**src/rtl/reduce_adder_sched_pkg.sv**
```systemverilog
// rtl/reduce_adder_sched_pkg.sv - shared reduction-unit sizing and adder tag layout
package reduce_pkg;

    localparam int NumSlots     = 6;
    localparam int SlotIdxWidth = 3;
    localparam int PayloadWidth = 32;
    localparam int AdderLatency = 14;
    localparam int CntWidth     = SlotIdxWidth + 1;

    typedef struct packed {
        logic                    valid;
        logic [SlotIdxWidth-1:0] slot;
    } tag_t;

    function automatic logic [NumSlots-1:0] slot_mask(input logic [SlotIdxWidth-1:0] s);
        logic [NumSlots-1:0] one;
        one = {{(NumSlots-1){1'b0}}, 1'b1};
        return one << s;
    endfunction

endpackage

```
**src/rtl/reduce_adder_sched_if.sv**
```systemverilog
// rtl/reduce_adder_sched_if.sv - slot request, adder and writeback bundle
interface reduce_adder_sched_if;
    import reduce_pkg::*;

    logic [NumSlots-1:0]              req;
    logic [NumSlots*PayloadWidth-1:0] req_a;
    logic [NumSlots*PayloadWidth-1:0] req_b;
    logic [NumSlots-1:0]              grant;
    logic [PayloadWidth-1:0]          add_a;
    logic [PayloadWidth-1:0]          add_b;
    logic                             add_valid;
    logic [PayloadWidth-1:0]          add_sum;
    logic                             wb_valid;
    logic [SlotIdxWidth-1:0]          wb_slot;
    logic [PayloadWidth-1:0]          wb_sum;
    logic [NumSlots-1:0]              inflight;
    logic [CntWidth-1:0]              inflight_cnt;

    modport master (
        output req, req_a, req_b, add_sum,
        input  grant, add_a, add_b, add_valid, wb_valid, wb_slot, wb_sum,
               inflight, inflight_cnt
    );

    modport slave (
        input  req, req_a, req_b, add_sum,
        output grant, add_a, add_b, add_valid, wb_valid, wb_slot, wb_sum,
               inflight, inflight_cnt
    );

endinterface

```
**src/rtl/reduce_adder_sched_rr_arbiter.sv**
```systemverilog
// rtl/reduce_adder_sched_rr_arbiter.sv - round-robin arbiter, one-hot grant plus index
module rr_arbiter
    import reduce_pkg::*;
#(
    parameter int N  = NumSlots,
    parameter int IW = SlotIdxWidth
) (
    input  logic          clk,
    input  logic          rst,
    input  logic [N-1:0]  elig_i,
    output logic [N-1:0]  grant_o,
    output logic [IW-1:0] grant_idx_o,
    output logic          grant_valid_o
);

    logic [IW-1:0] ptr_q, ptr_d;
    logic [IW:0]   cand;
    logic [IW-1:0] cand_idx;

    // Scan from ptr upward, wrapping at N, and take the first eligible slot.
    always_comb begin
        grant_o       = '0;
        grant_idx_o   = '0;
        grant_valid_o = 1'b0;
        cand          = '0;
        cand_idx      = '0;
        for (int i = 0; i < N; i++) begin
            cand = {1'b0, ptr_q} + (IW+1)'(i);
            if (cand >= (IW+1)'(N)) begin
                cand = cand - (IW+1)'(N);
            end
            cand_idx = cand[IW-1:0];
            if (!grant_valid_o && elig_i[cand_idx]) begin
                grant_valid_o     = 1'b1;
                grant_o[cand_idx] = 1'b1;
                grant_idx_o       = cand_idx;
            end
        end
    end

    always_comb begin
        ptr_d = ptr_q;
        if (grant_valid_o) begin
            ptr_d = (grant_idx_o == IW'(N-1)) ? '0 : grant_idx_o + 1'b1;
        end
    end

    always_ff @(posedge clk or negedge rst) begin
        if (!rst) begin
            ptr_q <= '0;
        end else begin
            ptr_q <= ptr_d;
        end
    end

endmodule

```
**src/rtl/reduce_adder_sched.sv**
```systemverilog
// rtl/reduce_adder_sched.sv - shares one pipelined adder among reduction slots
module reduce_adder_sched
    import reduce_pkg::*;
(
    input  logic                clk,
    input  logic                rst,
    reduce_adder_sched_if.slave bus
);

    logic [NumSlots-1:0]     elig;
    logic [NumSlots-1:0]     grant;
    logic [SlotIdxWidth-1:0] grant_idx;
    logic                    grant_valid;

    logic [PayloadWidth-1:0] add_a_q, add_a_d;
    logic [PayloadWidth-1:0] add_b_q, add_b_d;
    logic                    add_valid_q, add_valid_d;
    tag_t                    tag_q [AdderLatency];
    tag_t                    tag_d [AdderLatency];
    tag_t                    wb_q, wb_d;
    logic [NumSlots-1:0]     inflight_q, inflight_d;
    logic [CntWidth-1:0]     cnt_q, cnt_d;
    logic [NumSlots-1:0]     clr_mask;

    // A slot with an add still in the adder may not issue again.
    assign elig = bus.req & ~inflight_q;

    rr_arbiter #(
        .N  (NumSlots),
        .IW (SlotIdxWidth)
    ) u_arb (
        .clk           (clk),
        .rst           (rst),
        .elig_i        (elig),
        .grant_o       (grant),
        .grant_idx_o   (grant_idx),
        .grant_valid_o (grant_valid)
    );

    always_comb begin
        add_a_d     = add_a_q;
        add_b_d     = add_b_q;
        add_valid_d = grant_valid;
        if (grant_valid) begin
            add_a_d = bus.req_a[grant_idx*PayloadWidth +: PayloadWidth];
            add_b_d = bus.req_b[grant_idx*PayloadWidth +: PayloadWidth];
        end
    end

    // Shadow pipe runs alongside the adder; wb register adds the final stage of latency.
    always_comb begin
        tag_d[0].valid = grant_valid;
        tag_d[0].slot  = grant_idx;
        for (int k = 1; k < AdderLatency; k++) begin
            tag_d[k] = tag_q[k-1];
        end
        wb_d = tag_q[AdderLatency-1];
    end

    always_comb begin
        clr_mask   = wb_q.valid ? slot_mask(wb_q.slot) : '0;
        inflight_d = (inflight_q & ~clr_mask) | grant;
        cnt_d      = cnt_q;
        case ({grant_valid, wb_q.valid})
            2'b10:   cnt_d = cnt_q + CntWidth'(1);
            2'b01:   cnt_d = cnt_q - CntWidth'(1);
            default: cnt_d = cnt_q;
        endcase
    end

    always_ff @(posedge clk or negedge rst) begin
        if (!rst) begin
            add_a_q     <= '0;
            add_b_q     <= '0;
            add_valid_q <= 1'b0;
            for (int k = 0; k < AdderLatency; k++) begin
                tag_q[k] <= '0;
            end
            wb_q        <= '0;
            inflight_q  <= '0;
            cnt_q       <= '0;
        end else begin
            add_a_q     <= add_a_d;
            add_b_q     <= add_b_d;
            add_valid_q <= add_valid_d;
            for (int k = 0; k < AdderLatency; k++) begin
                tag_q[k] <= tag_d[k];
            end
            wb_q        <= wb_d;
            inflight_q  <= inflight_d;
            cnt_q       <= cnt_d;
        end
    end

    assign bus.grant        = grant;
    assign bus.add_a        = add_a_q;
    assign bus.add_b        = add_b_q;
    assign bus.add_valid    = add_valid_q;
    assign bus.wb_valid     = wb_q.valid;
    assign bus.wb_slot      = wb_q.slot;
    assign bus.wb_sum       = bus.add_sum;
    assign bus.inflight     = inflight_q;
    assign bus.inflight_cnt = cnt_q;

endmodule
```
**src/flat_wrapper.sv**
```systemverilog
// flat-port wrapper written by rule: the top's interface ports become plain ports
module reduce_adder_sched_flat import reduce_pkg::*;
  (clk, rst, bus_req, bus_req_a, bus_req_b, bus_add_sum, bus_grant, bus_add_a, bus_add_b, bus_add_valid, bus_wb_valid, bus_wb_slot, bus_wb_sum, bus_inflight, bus_inflight_cnt);
  reduce_adder_sched_if bus_i ();
  input  logic clk;
  input  logic rst;
  input wire logic [$bits(bus_i.req)-1:0] bus_req;
  input wire logic [$bits(bus_i.req_a)-1:0] bus_req_a;
  input wire logic [$bits(bus_i.req_b)-1:0] bus_req_b;
  input wire logic [$bits(bus_i.add_sum)-1:0] bus_add_sum;
  output wire logic [$bits(bus_i.grant)-1:0] bus_grant;
  output wire logic [$bits(bus_i.add_a)-1:0] bus_add_a;
  output wire logic [$bits(bus_i.add_b)-1:0] bus_add_b;
  output wire logic [$bits(bus_i.add_valid)-1:0] bus_add_valid;
  output wire logic [$bits(bus_i.wb_valid)-1:0] bus_wb_valid;
  output wire logic [$bits(bus_i.wb_slot)-1:0] bus_wb_slot;
  output wire logic [$bits(bus_i.wb_sum)-1:0] bus_wb_sum;
  output wire logic [$bits(bus_i.inflight)-1:0] bus_inflight;
  output wire logic [$bits(bus_i.inflight_cnt)-1:0] bus_inflight_cnt;
  assign bus_i.req = bus_req;
  assign bus_i.req_a = bus_req_a;
  assign bus_i.req_b = bus_req_b;
  assign bus_i.add_sum = bus_add_sum;
  assign bus_grant = bus_i.grant;
  assign bus_add_a = bus_i.add_a;
  assign bus_add_b = bus_i.add_b;
  assign bus_add_valid = bus_i.add_valid;
  assign bus_wb_valid = bus_i.wb_valid;
  assign bus_wb_slot = bus_i.wb_slot;
  assign bus_wb_sum = bus_i.wb_sum;
  assign bus_inflight = bus_i.inflight;
  assign bus_inflight_cnt = bus_i.inflight_cnt;
  reduce_adder_sched u_core (.clk(clk), .rst(rst), .bus(bus_i));
endmodule
```
**config.mk**
```make
export PLATFORM = sky130hd
export DESIGN_NAME = reduce_adder_sched_flat
export DESIGN_NICKNAME = d
export VERILOG_FILES = /design/src/rtl/reduce_adder_sched_pkg.sv /design/src/rtl/reduce_adder_sched_if.sv /design/src/rtl/reduce_adder_sched_rr_arbiter.sv /design/src/rtl/reduce_adder_sched.sv /design/src/flat_wrapper.sv
export SDC_FILE = /design/constraint.sdc
export NUM_CORES = 1
export LEC_CHECK = 0
export ABC_AREA = 1
export BUFFER_PORTS_ARGS = -buffer_cell sky130_fd_sc_hd__clkbuf_2
export CORE_AREA = 8 8 207 209
export DETAILED_ROUTE_END_ITERATION = 10
export DIE_AREA = 0 0 215 217
export PLACE_DENSITY = 0.55
export SYNTH_ARGS = -nofsm -noshare
export SYNTH_HDL_FRONTEND = slang
export SYNTH_SLANG_ARGS = --single-unit
export TNS_END_PERCENT = 20
```
**constraint.sdc**
```tcl
create_clock -name clk -period 3.6 [get_ports clk]
set_input_delay 0.72 -clock clk [delete_from_list [all_inputs] [get_ports clk]]
set_output_delay 0.72 -clock clk [all_outputs]
set_load 0.02 [all_outputs]
```
==> impl_results.md, run 1 <==
- Synth Area in Adders: 0.0133
- Slew @ Worst Pin: 0.773 ns
- Util after Layout: 0.380
- Worst r2r src: u_core.u_arb.ptr_q[1]
- Failing checks: negative setup slack
- Vias in the first global route: between 10k and 15k
- GRT Resource Usage Total: 0.193
- R2R depth: 26
- CP arrival: approximately 3.0 ns
- Mapped Area: between 10000 and 15000 sq um
- Critical Path Fanout Max: 5
- Core box area: between 30000 and 40000 sq um
- Max Cap Violations: 0
- Clock insertion delay at the later pin of the skew report: 0.44 ns
- DRT iter0 DRCs: between 700 and 800
- Final Net Count: between 2k and 3k
- Reg clk slew, reported paths: about 0.07 ns
- Post-synthesis compound-gate area fraction: 0.0489
- CP Capture Type: output port
- Placed Area: around 14000 sq um
- WL/cell: 17.3 microns
- Critical setup path kind: flip-flop to output port
- RR Endpoint: u_core.bus.inflight_cnt[3]
- First-pass GRT wire length: between 70 and 80 mm
- Worst Slack Setup Final: -0.109 ns
- Dpl cells: ~2.7k
- Synth Area in XOR/XNOR: 0.00321
- Worst Hold Class: input pin to asynchronous set/reset pin
- Mapped Nets: 2187
- Multiplexer area fraction after synthesis: 0
- Buffers on Ports: 476
- Htree depth: 4
- Synth Instances: between 1.5k and 2k
- Final hold vios: 0
- Required @ worst endpoint: about 2.9 ns
- CTS tree: built
- CTS root buffer: clkbuf_16
- Num rows: 73
- Clk sinks: 137
- Max Clock Freq: approximately 0.27 GHz
- Worst setup SP type: flip-flop
- Slew HR: 0.485
- Clk_skew: about 0.014 ns
- Tmin final: 3.71 ns
- Simple-Gate Fraction of Synth Area: 0.433
- Residual DRC: 0
- Die width: 215 microns
- Setup violations, final: 6
- Largest net degree at the start of global routing: between 100 and 150
- Via/cell ratio: between 4 and 5
- Post-synthesis register bit count: about 140
- Yosys cell types: 43
- Largest family of logic cells by synthesized area: simple AND/OR/NAND/NOR gates
- Post-route cell area: between 15000 and 20000 sq um
- Status: finished with violations
- Fin Hold WS: roughly 0.21 ns
- Die height: about 220 microns
- Initial antenna violation count: 2
- R2R setup slack: ~0.20 ns
- Mean Syn Cell Area: ~6.2 sq um
- Die ar.: around 47000 sq um
- Synth warnings: 0
- Detailed Place HPWL: about 36 mm
- Antenna violation net count after detailed routing: 0
- I/O Pins: 541
- GPL Wtd Cong: approximately 0.93
- Area Growth Syn to Fin: 37.7%
- Maximum clock path buffer count: 2
- Sequential area share after synthesis: 0.314
- CTS Buf Count: 17
- Tcrit/Tclk final: 1.03
- Fill count: 4366
- Layout cells sized above 1: 0.325
- RSZ-0062 raised after global routing: true
- CTS Hold Bufs: 0
- Routed wire length: about 47 mm
- Overflow after GRT: 0
- Drt pass-1 iters: 6
- Final cell count without fillers: roughly 2.7k
- Pins Over Slew Limit: 0
- Starting Density: 0.276
- Via count: 12.5k
-- metal layers --
layer	GRT usage	up-vias	share of wire
li1	-	6207	-
met1	0.241	5757	0.42
met2	0.325	466	0.49
met3	0.0455	69	0.060
met4	0.0660	2	0.028
met5	0	-	0.00017
-- cell families (layout without fill, tap and decap cells) --
kind of cell             after synthesis  in the layout
AND/OR/NAND/NOR                     1057           1057
buffers and inverters                446            890
flip-flops                           137            137
AO/OA/AOI/OAI                         97             97
adder cells (fa/ha/maj)               11             11
XOR/XNOR                               4              4
other                                  0              1
-- registers in the layout (all words and copies together) (netlist names) --
signal / flops
u_core.bus.add_b: 32
u_core.tag_d: 51
u_core.tag_q: 4
u_core.bus.inflight_cnt: 4
u_core.bus.add_valid: 1
u_core.u_arb.ptr_q: 3
u_core.bus.add_a: 32
u_core.bus.wb_slot: 3
u_core.bus.inflight: 6
u_core.bus.wb_valid: 1
-- cell usage in the layout (no fill, tap or decap), types with 9 or more instances in the layout --
master | Yosys | routed
a21oi_1 | 66 | 65
nand3_4 | 1 | 9
nand3b_1 | 65 | 65
nor2_1 | 86 | 75
nand2_4 | 2 | 16
inv_1 | 267 | 257
nor2_4 | 0 | 10
buf_12 | 0 | 15
nand2_1 | 588 | 567
clkbuf_2 | 0 | 469
dfrtp_1 | 137 | 134
buf_4 | 54 | 56
clkbuf_16 | 0 | 17
nand3_1 | 288 | 278
nand2_2 | 6 | 11
inv_2 | 33 | 37
o21ai_0 | 15 | 14
-- worst max-delay path: stages (launching register included) --
cell      delay [ns]
dfrtp_2         0.46
buf_6           0.15
ha_4            0.18
inv_4           0.06
nand2_4         0.06
nand2_4         0.08
nand4_1         0.16
nand2_4         0.12
inv_2           0.05
nand3_4         0.08
nand3_4         0.12
nand3_4         0.12
nor2_8          0.05
buf_12          0.13
nand3_4         0.08
nor2_1          0.05
a211oi_1        0.22
buf_4           0.16
nand2_1         0.06
buf_4           0.16
-- what timing repair did --
action | 4_1_cts | 5_1_grt
resized for setup | 52 | 82
buffers inserted | 22 | 14
pin swaps | 22 | 42
endpoints found under the setup margin | 6 | 18
-- synthesized netlist by cell type --
cell,n,area share
a211oi_1,2,0.0014
a21oi_1,66,0.030
a2bb2oi_1,1,0.00080
a31oi_1,1,0.00057
a32oi_2,1,0.0015
buf_1,2,0.00069
buf_2,54,0.025
buf_4,54,0.037
buf_6,13,0.013
clkbuf_1,18,0.0062
clkinv_1,4,0.0014
dfrtp_1,137,0.31
fa_1,1,0.0018
ha_1,10,0.011
inv_1,267,0.092
inv_2,33,0.011
inv_4,1,0.00057
nand2_1,588,0.20
nand2_2,6,0.0034
nand2_4,2,0.0021
nand3_1,288,0.13
nand3_2,3,0.0028
nand3_4,1,0.0016
nand3b_1,65,0.045
nand4_1,7,0.0040
nand4_4,1,0.0020
nor2_1,86,0.030
nor2_2,4,0.0023
nor2_8,1,0.0018
nor3_1,2,0.00092
nor3_4,1,0.0015
o2111ai_1,1,0.00080
o211ai_1,1,0.00069
o211ai_2,1,0.0011
o21ai_0,15,0.0069
o21ai_1,4,0.0018
o21ai_2,2,0.0016
o221ai_1,1,0.00080
o22ai_1,1,0.00057
or2_0,1,0.00057
or2_2,1,0.00057
xnor2_1,3,0.0024
xor2_1,1,0.00080
-- worst max path at each step --
stage / start / endpoint / slack [ns]
final: u_core.u_arb.ptr_q[1] / bus_grant[4] / -0.11
after detailed placement: u_core.u_arb.ptr_q[1] / bus_grant[1] / 0.04
after floorplan: u_core.u_arb.ptr_q[0] / bus_grant[1] / -0.04
after global routing: u_core.u_arb.ptr_q[1] / bus_grant[1] / -0.23
after global placement: u_core.u_arb.ptr_q[1] / bus_grant[2] / 0.06
after CTS: u_core.u_arb.ptr_q[1] / bus_grant[1] / -0.15
-- layout make-up --
cell class	count	area, sq um	area share
clock inverter	14	171	0.0114
multi-input combinational	1169	5900	0.393
timing repair buffer	553	3250	0.216
clock buffer	18	439	0.0293
inverter	305	1160	0.0776
antenna	1	2.50	0.000167
sequential	137	3430	0.229
tap	525	657	0.0438
-- per-stage QoR --
stage	TNS (ns)	setup WS (ns)
after floorplan	-0.0436	-0.0436
after global placement	0	0.0618
after detailed placement	0	0.0377
after CTS	-0.837	-0.153
after global routing	-1.23	-0.226
final	-0.374	-0.109
Power of run 1 is not shown: default switching activity piles up to over one toggle a cycle in this logic, so the estimate is an artifact.
==> inputs of run 2 (changes only) <==
--- a/config.mk
+++ b/config.mk
@@ -11,6 +11,7 @@
 export DETAILED_ROUTE_END_ITERATION = 10
 export DIE_AREA = 0 0 215 217
 export PLACE_DENSITY = 0.55
+export SETUP_SLACK_MARGIN = 0.15
 export SYNTH_ARGS = -nofsm -noshare
 export SYNTH_HDL_FRONTEND = slang
 export SYNTH_SLANG_ARGS = --single-unit
==> run 2 against run 1 <==
Compared with the run above: count of clock-buffer cells in the layout down 1; first-iteration DRC count up 40%; cell count up 0.99%; register-to-register slack worse by 0.04 ns; the run still ends with negative setup slack left; utilization up 1.1 points; global-route usage up 0.49 points; die area unchanged; non-clock buffer count up 26; clock skew up 0.0033 ns.
==> impl_results.md, run 2 (synthesized netlist as in run 1, its figures left out) <==
- Final Net Count: 2644
- Failing checks: negative setup slack
- Status: finished with violations
- I/O Pins: 541
- Fill count: ~4.3k
- First-pass GRT wire length: between 70 and 80 mm
- Setup_tns: -0.822 ns
- Footprint of the multi-input gates: 5870 sq um
- CP Capture Type: output port
- Largest net degree at the start of global routing: 80
- Routed wire length: 51.7 mm
- Num rows: 73
- Layout cells sized above 1: 0.333
- Final hold vios: 0
- Clk_skew: ~0.017 ns
- Critical Path Fanout Max: 7
- WL/cell: around 19 microns
- Drt pass-1 iters: 5
- Max stage delay on crit path: 0.48 ns
- DRT iter0 DRCs: roughly 1.1k
- Worst Slack Setup Final: -0.170 ns
- Die ar.: 46700 sq um
- GRT Resource Usage Total: 0.198
- Residual DRC: 0
- CTS root buffer: clkbuf_16
- RSZ-0062 raised after global routing: true
- CTS Buf Count: 17
- Vias in the first global route: between 10k and 15k
- Htree depth: 4
- GPL Wtd Cong: 0.972
- Seq. cell area: ~3400 sq um
- Worst setup SP type: flip-flop
- Die width: 215 microns
- Dpl cells: 2673
- Required @ worst endpoint: about 2.9 ns
- Tmin final: 3.77 ns
- Detailed Place HPWL: ~38 mm
- Pre-CTS setup slack: between 0.015 and 0.02 ns
- Critical setup path kind: flip-flop to output port
- Via count: 12.9k
- Buf/Inv on CP: 2
- Pins Over Slew Limit: 0
- Fin Hold WS: 0.198 ns
- CTS tree: built
- Clock insertion delay at the later pin of the skew report: ~0.44 ns
- Starting Density: 0.276
- Crit-path leading delay family: simple AND/OR/NAND/NOR gates
- Most frequent cells in the layout: 563 x nand2_1, 469 x clkbuf_2, 279 x nand3_1
- Setup violations, final: 6
- Buffers on Ports: approximately 480
- Final cell count without fillers: 2749
- Initial antenna violation count: 1
- Max Cap Violations: 0
- Overflow after GRT: 0
- Area Growth Syn to Fin: 41.9%
- Tcrit/Tclk final: 1.05
- Reg clk slew, reported paths: roughly 0.070 ns
- Core box area: roughly 39000 sq um
- CP arrival: ~3.1 ns
- Max Clock Freq: around 0.27 GHz
- Slew HR: 0.584
- Max reg flops: 51
- Most common cell after layout, fill and taps aside: nand2_1
- Die height: around 220 microns
- Worst Hold Class: input pin to asynchronous set/reset pin
- Via/cell ratio: about 4.7
- Antenna violation net count after detailed routing: 0
- Clk sinks: 137
- Slowest cell on the critical path: dfrtp_2
- Maximum clock path buffer count: 2
- Slew @ Worst Pin: slightly above 0.6 ns
- CTS Hold Bufs: 0
- Cells along the critical path: ha_4, xnor2_2, or2_1, nor2_4, nor3_4, nand3_4, nor2_8, buf_6, nand4_4, or2_4, nand2_4, buf_8
run 2: changes by cell type in the layout (fill, tap and decap cells not counted), moves of 5 or more:
| cell | change |
|---|---|
| nand2_2 | +12 |
| clkbuf_16 | +9 |
| nand2_4 | -8 |
| buf_6 | +7 |
| buf_16 | +5 |
| buf_4 | +5 |
run 2: metrics by stage:
| stage | utilization | cell area, sq um |
|---|---|---|
| finish | 0.392 | 15500 |
| global route | 0.392 | 15500 |
| CTS | 0.377 | 14900 |
| detailed placement | 0.350 | 13800 |
| global placement | 0.350 | 13800 |
| floorplan | - | 11000 |
run 2: timing repair:
action	4_1_cts	5_1_grt
gates resized for setup	72	69
pin swaps	25	29
setup buffers	24	9
setup endpoints to repair	47	74
cloned	0	9
run 2: worst paths after layout:
check,endpoint,start,cells after the start,slack [ns]
worst min register to register,u_core.tag_d[45],u_core.tag_d[49],0,0.34
min in group clk,u_core.tag_d[45],u_core.tag_d[49],0,0.34
worst min-delay path,u_core.bus.inflight[3],rst,1,0.20
max in group asynchronous,u_core.bus.add_b[5],rst,2,2.59
worst max register to register,u_core.bus.inflight_cnt[3],u_core.u_arb.ptr_q[2],20,0.16
worst max-delay path,bus_grant[1],u_core.u_arb.ptr_q[2],12,-0.17
run 2: metal layers:
layer	GRT usage	wire length (microns)	vias to the layer above
met1	0.241	21500	6071
met3	0.0388	3120	74
met5	0	0	-
met4	0.0524	1070	0
li1	-	-	6263
met2	0.353	26000	490
run 2: cell type report:
cell class / instances / share of cell area
Tap cell: 525 / 0.0425
Multi-Input combinational cell: 1169 / 0.380
Timing Repair Buffer: 579 / 0.241
Clock buffer: 17 / 0.0275
Antenna cell: 2 / 0.000324
Inverter: 305 / 0.0758
Sequential cell: 137 / 0.222
Clock inverter: 15 / 0.0114
Power of run 2 is left out for the same reason.
==> inputs of run 3 (changes only) <==
--- a/config.mk
+++ b/config.mk
@@ -7,10 +7,10 @@
 export LEC_CHECK = 0
 export ABC_AREA = 1
 export BUFFER_PORTS_ARGS = -buffer_cell sky130_fd_sc_hd__clkbuf_2
-export CORE_AREA = 8 8 207 209
+export CORE_AREA = 2 2 213 215
 export DETAILED_ROUTE_END_ITERATION = 10
 export DIE_AREA = 0 0 215 217
-export PLACE_DENSITY = 0.55
+export PLACE_DENSITY = 0.5
 export SETUP_SLACK_MARGIN = 0.15
 export SYNTH_ARGS = -nofsm -noshare
 export SYNTH_HDL_FRONTEND = slang
==> run 3 against run 2 <==
Compared with the run above: the run still ends with negative setup slack left; die area is the same; maximum frequency rose by 1.2%; flip-flop and latch count unchanged; global-route usage shrank 0.79 points; via count fell by 1.1%; worst setup slack improved by 0.046 ns; final area up 1.3%; critical endpoint is now bus_grant[3].
==> impl_results.md, run 3 (synthesized netlist as in run 1, its figures left out) <==
- Die ar.: between 40000 and 50000 sq um
- Crit-path leading delay family: simple AND/OR/NAND/NOR gates
- Die height: 217 microns
- Failing checks: negative setup slack
- Vias in the first global route: 12.3k
- GRT Resource Usage Total: 0.190
- Antenna violation net count after detailed routing: 0
- Tcrit/Tclk final: 1.03
- Clk_skew: roughly 0.011 ns
- Seq. cell area: 3430 sq um
- CTS root buffer: clkbuf_16
- Slew @ Worst Pin: roughly 0.7 ns
- Drt pass-1 iters: 5
- Initial antenna violation count: 4
- RSZ-0062 raised after global routing: true
- CTS Buf Count: 17
- Num rows: between 70 and 80
- Slowest cell on the critical path: dfrtp_1
- Tmin final: between 3 and 4 ns
- Clock insertion delay at the later pin of the skew report: 0.43 ns
- Max Clock Freq: approximately 0.27 GHz
- CTS tree: built
- Most frequent cells in the layout: 562 x nand2_1, 469 x clkbuf_2, 273 x nand3_1
- I/O Pins: ~540
- Via count: roughly 13k
- Worst r2r src: u_core.u_arb.ptr_q[1]
- Clk sinks: around 140
- Cells along the critical path: inv_2, ha_4, inv_4, buf_4, nand2_2, nand2_2, inv_2, nand3_2, nand3_4, nand3_4, nor2_8, nand3_4, nor2_4, nor2_4, buf_12, nor2_4, buf_8
- Buf/Inv on CP: 6
- Residual DRC: 0
- Pins Over Slew Limit: 0
- Max stage delay on crit path: about 0.43 ns
- WL/cell: 16.6 microns
- Worst Hold Class: input pin to asynchronous set/reset pin
- R2R setup slack: approximately 0.15 ns
- Slew HR: 0.534
- Area Growth Syn to Fin: 43.7%
- CP Capture Type: output port
- Final hold vios: 0
- Core box area: approximately 45000 sq um
- Die width: 215 microns
- Max Cap Violations: 0
- Fill count: 4880
- CP arrival: approximately 3.0 ns
- First-pass GRT wire length: about 69 mm
- Starting Density: 0.244
- Footprint of the multi-input gates: about 6000 sq um
- Worst setup SP type: flip-flop
- Via/cell ratio: around 4.5
- Final Net Count: 2657
- Layout cells sized above 1: 0.345
- Maximum clock path buffer count: 2
- RR Endpoint: u_core.bus.add_b[18]
- Htree depth: 4
- Worst Slack Setup Final: -0.123 ns
- Required @ worst endpoint: ~2.9 ns
- Routed wire length: roughly 47 mm
- Most common cell after layout, fill and taps aside: nand2_1
- Max reg flops: about 50
- Buffers on Ports: between 400 and 500
- Status: finished with violations
- Critical Path Fanout Max: 7
- Setup_tns: -0.618 ns
- GPL Wtd Cong: approximately 0.94
- Setup violations, final: 6
- Critical setup path kind: flip-flop to output port
- Overflow after GRT: 0
- Fin Hold WS: ~0.31 ns
- Detailed Place HPWL: 33.6 mm
- R2R depth: 24
- Largest net degree at the start of global routing: between 90 and 100
- DRT iter0 DRCs: between 800 and 900
- CTS Hold Bufs: 0
- Reg clk slew, reported paths: 0.07 ns
## run 3: what timing repair did
item | in CTS | in global routing
pin swaps | 30 | 33
buffers inserted | 34 | 18
hold endpoints to repair | 0 | 0
resized for setup | 94 | 64
endpoints found under the setup margin | 42 | 72
gates cloned | 2 | 3
## run 3: layout make-up
cell class | instances | area share
multi-input cells | 1169 | 0.381
repair buffers | 592 | 0.238
flip-flops and latches | 137 | 0.219
inverters | 305 | 0.0742
well taps | 600 | 0.0479
clock buffers | 17 | 0.0272
clock inverters | 15 | 0.0125
diodes | 2 | 0.000319
## run 3: worst register-to-register path: cells and delay by family, from the launching register on
family	cells	cell delay, ns
flip-flops	1	0.43
adder cells (fa/ha/maj)	1	0.32
AND/OR/NAND/NOR	12	1.27
AO/OA/AOI/OAI	1	0.12
buffers and inverters	10	1.22
## run 3: per-layer routing
layer | vias up | wire (microns) | global-route usage | part of all wire
met5 | - | 0 | 0 | 0
met2 | 447 | 22400 | 0.316 | 0.48
li1 | 6289 | - | - | -
met1 | 5951 | 20500 | 0.243 | 0.44
met3 | 68 | 2670 | 0.0426 | 0.057
met4 | 0 | 1310 | 0.0660 | 0.028
## run 3: through the flow
| stage | setup slack (ns) | util | std cells | instance area (sq um) |
|---|---|---|---|---|
| 4_1_cts | -0.173 | 0.340 | 2814 | 15200 |
| 3_3_place_gp | -0.0320 | 0.310 | 2746 | 13900 |
| 6_report | -0.123 | 0.350 | 2837 | 15700 |
| 5_1_grt | -0.284 | 0.350 | 2837 | 15700 |
| 3_5_place_dp | 0.0545 | 0.310 | 2746 | 13900 |
| 2_1_floorplan | 0.108 | - | 1752 | 11000 |
## run 3: worst max-delay path by stage
stage / startpoint / endpoint / cells past startpoint
finish: u_core.u_arb.ptr_q[1] / bus_grant[3] / 17
global route: u_core.u_arb.ptr_q[1] / bus_grant[3] / 20
CTS: u_core.u_arb.ptr_q[1] / bus_grant[1] / 19
detailed placement: u_core.u_arb.ptr_q[2] / bus_grant[1] / 16
global placement: u_core.u_arb.ptr_q[2] / bus_grant[1] / 16
floorplan: u_core.u_arb.ptr_q[0] / bus_grant[1] / 19
Power of run 3 is left out for the same reason.
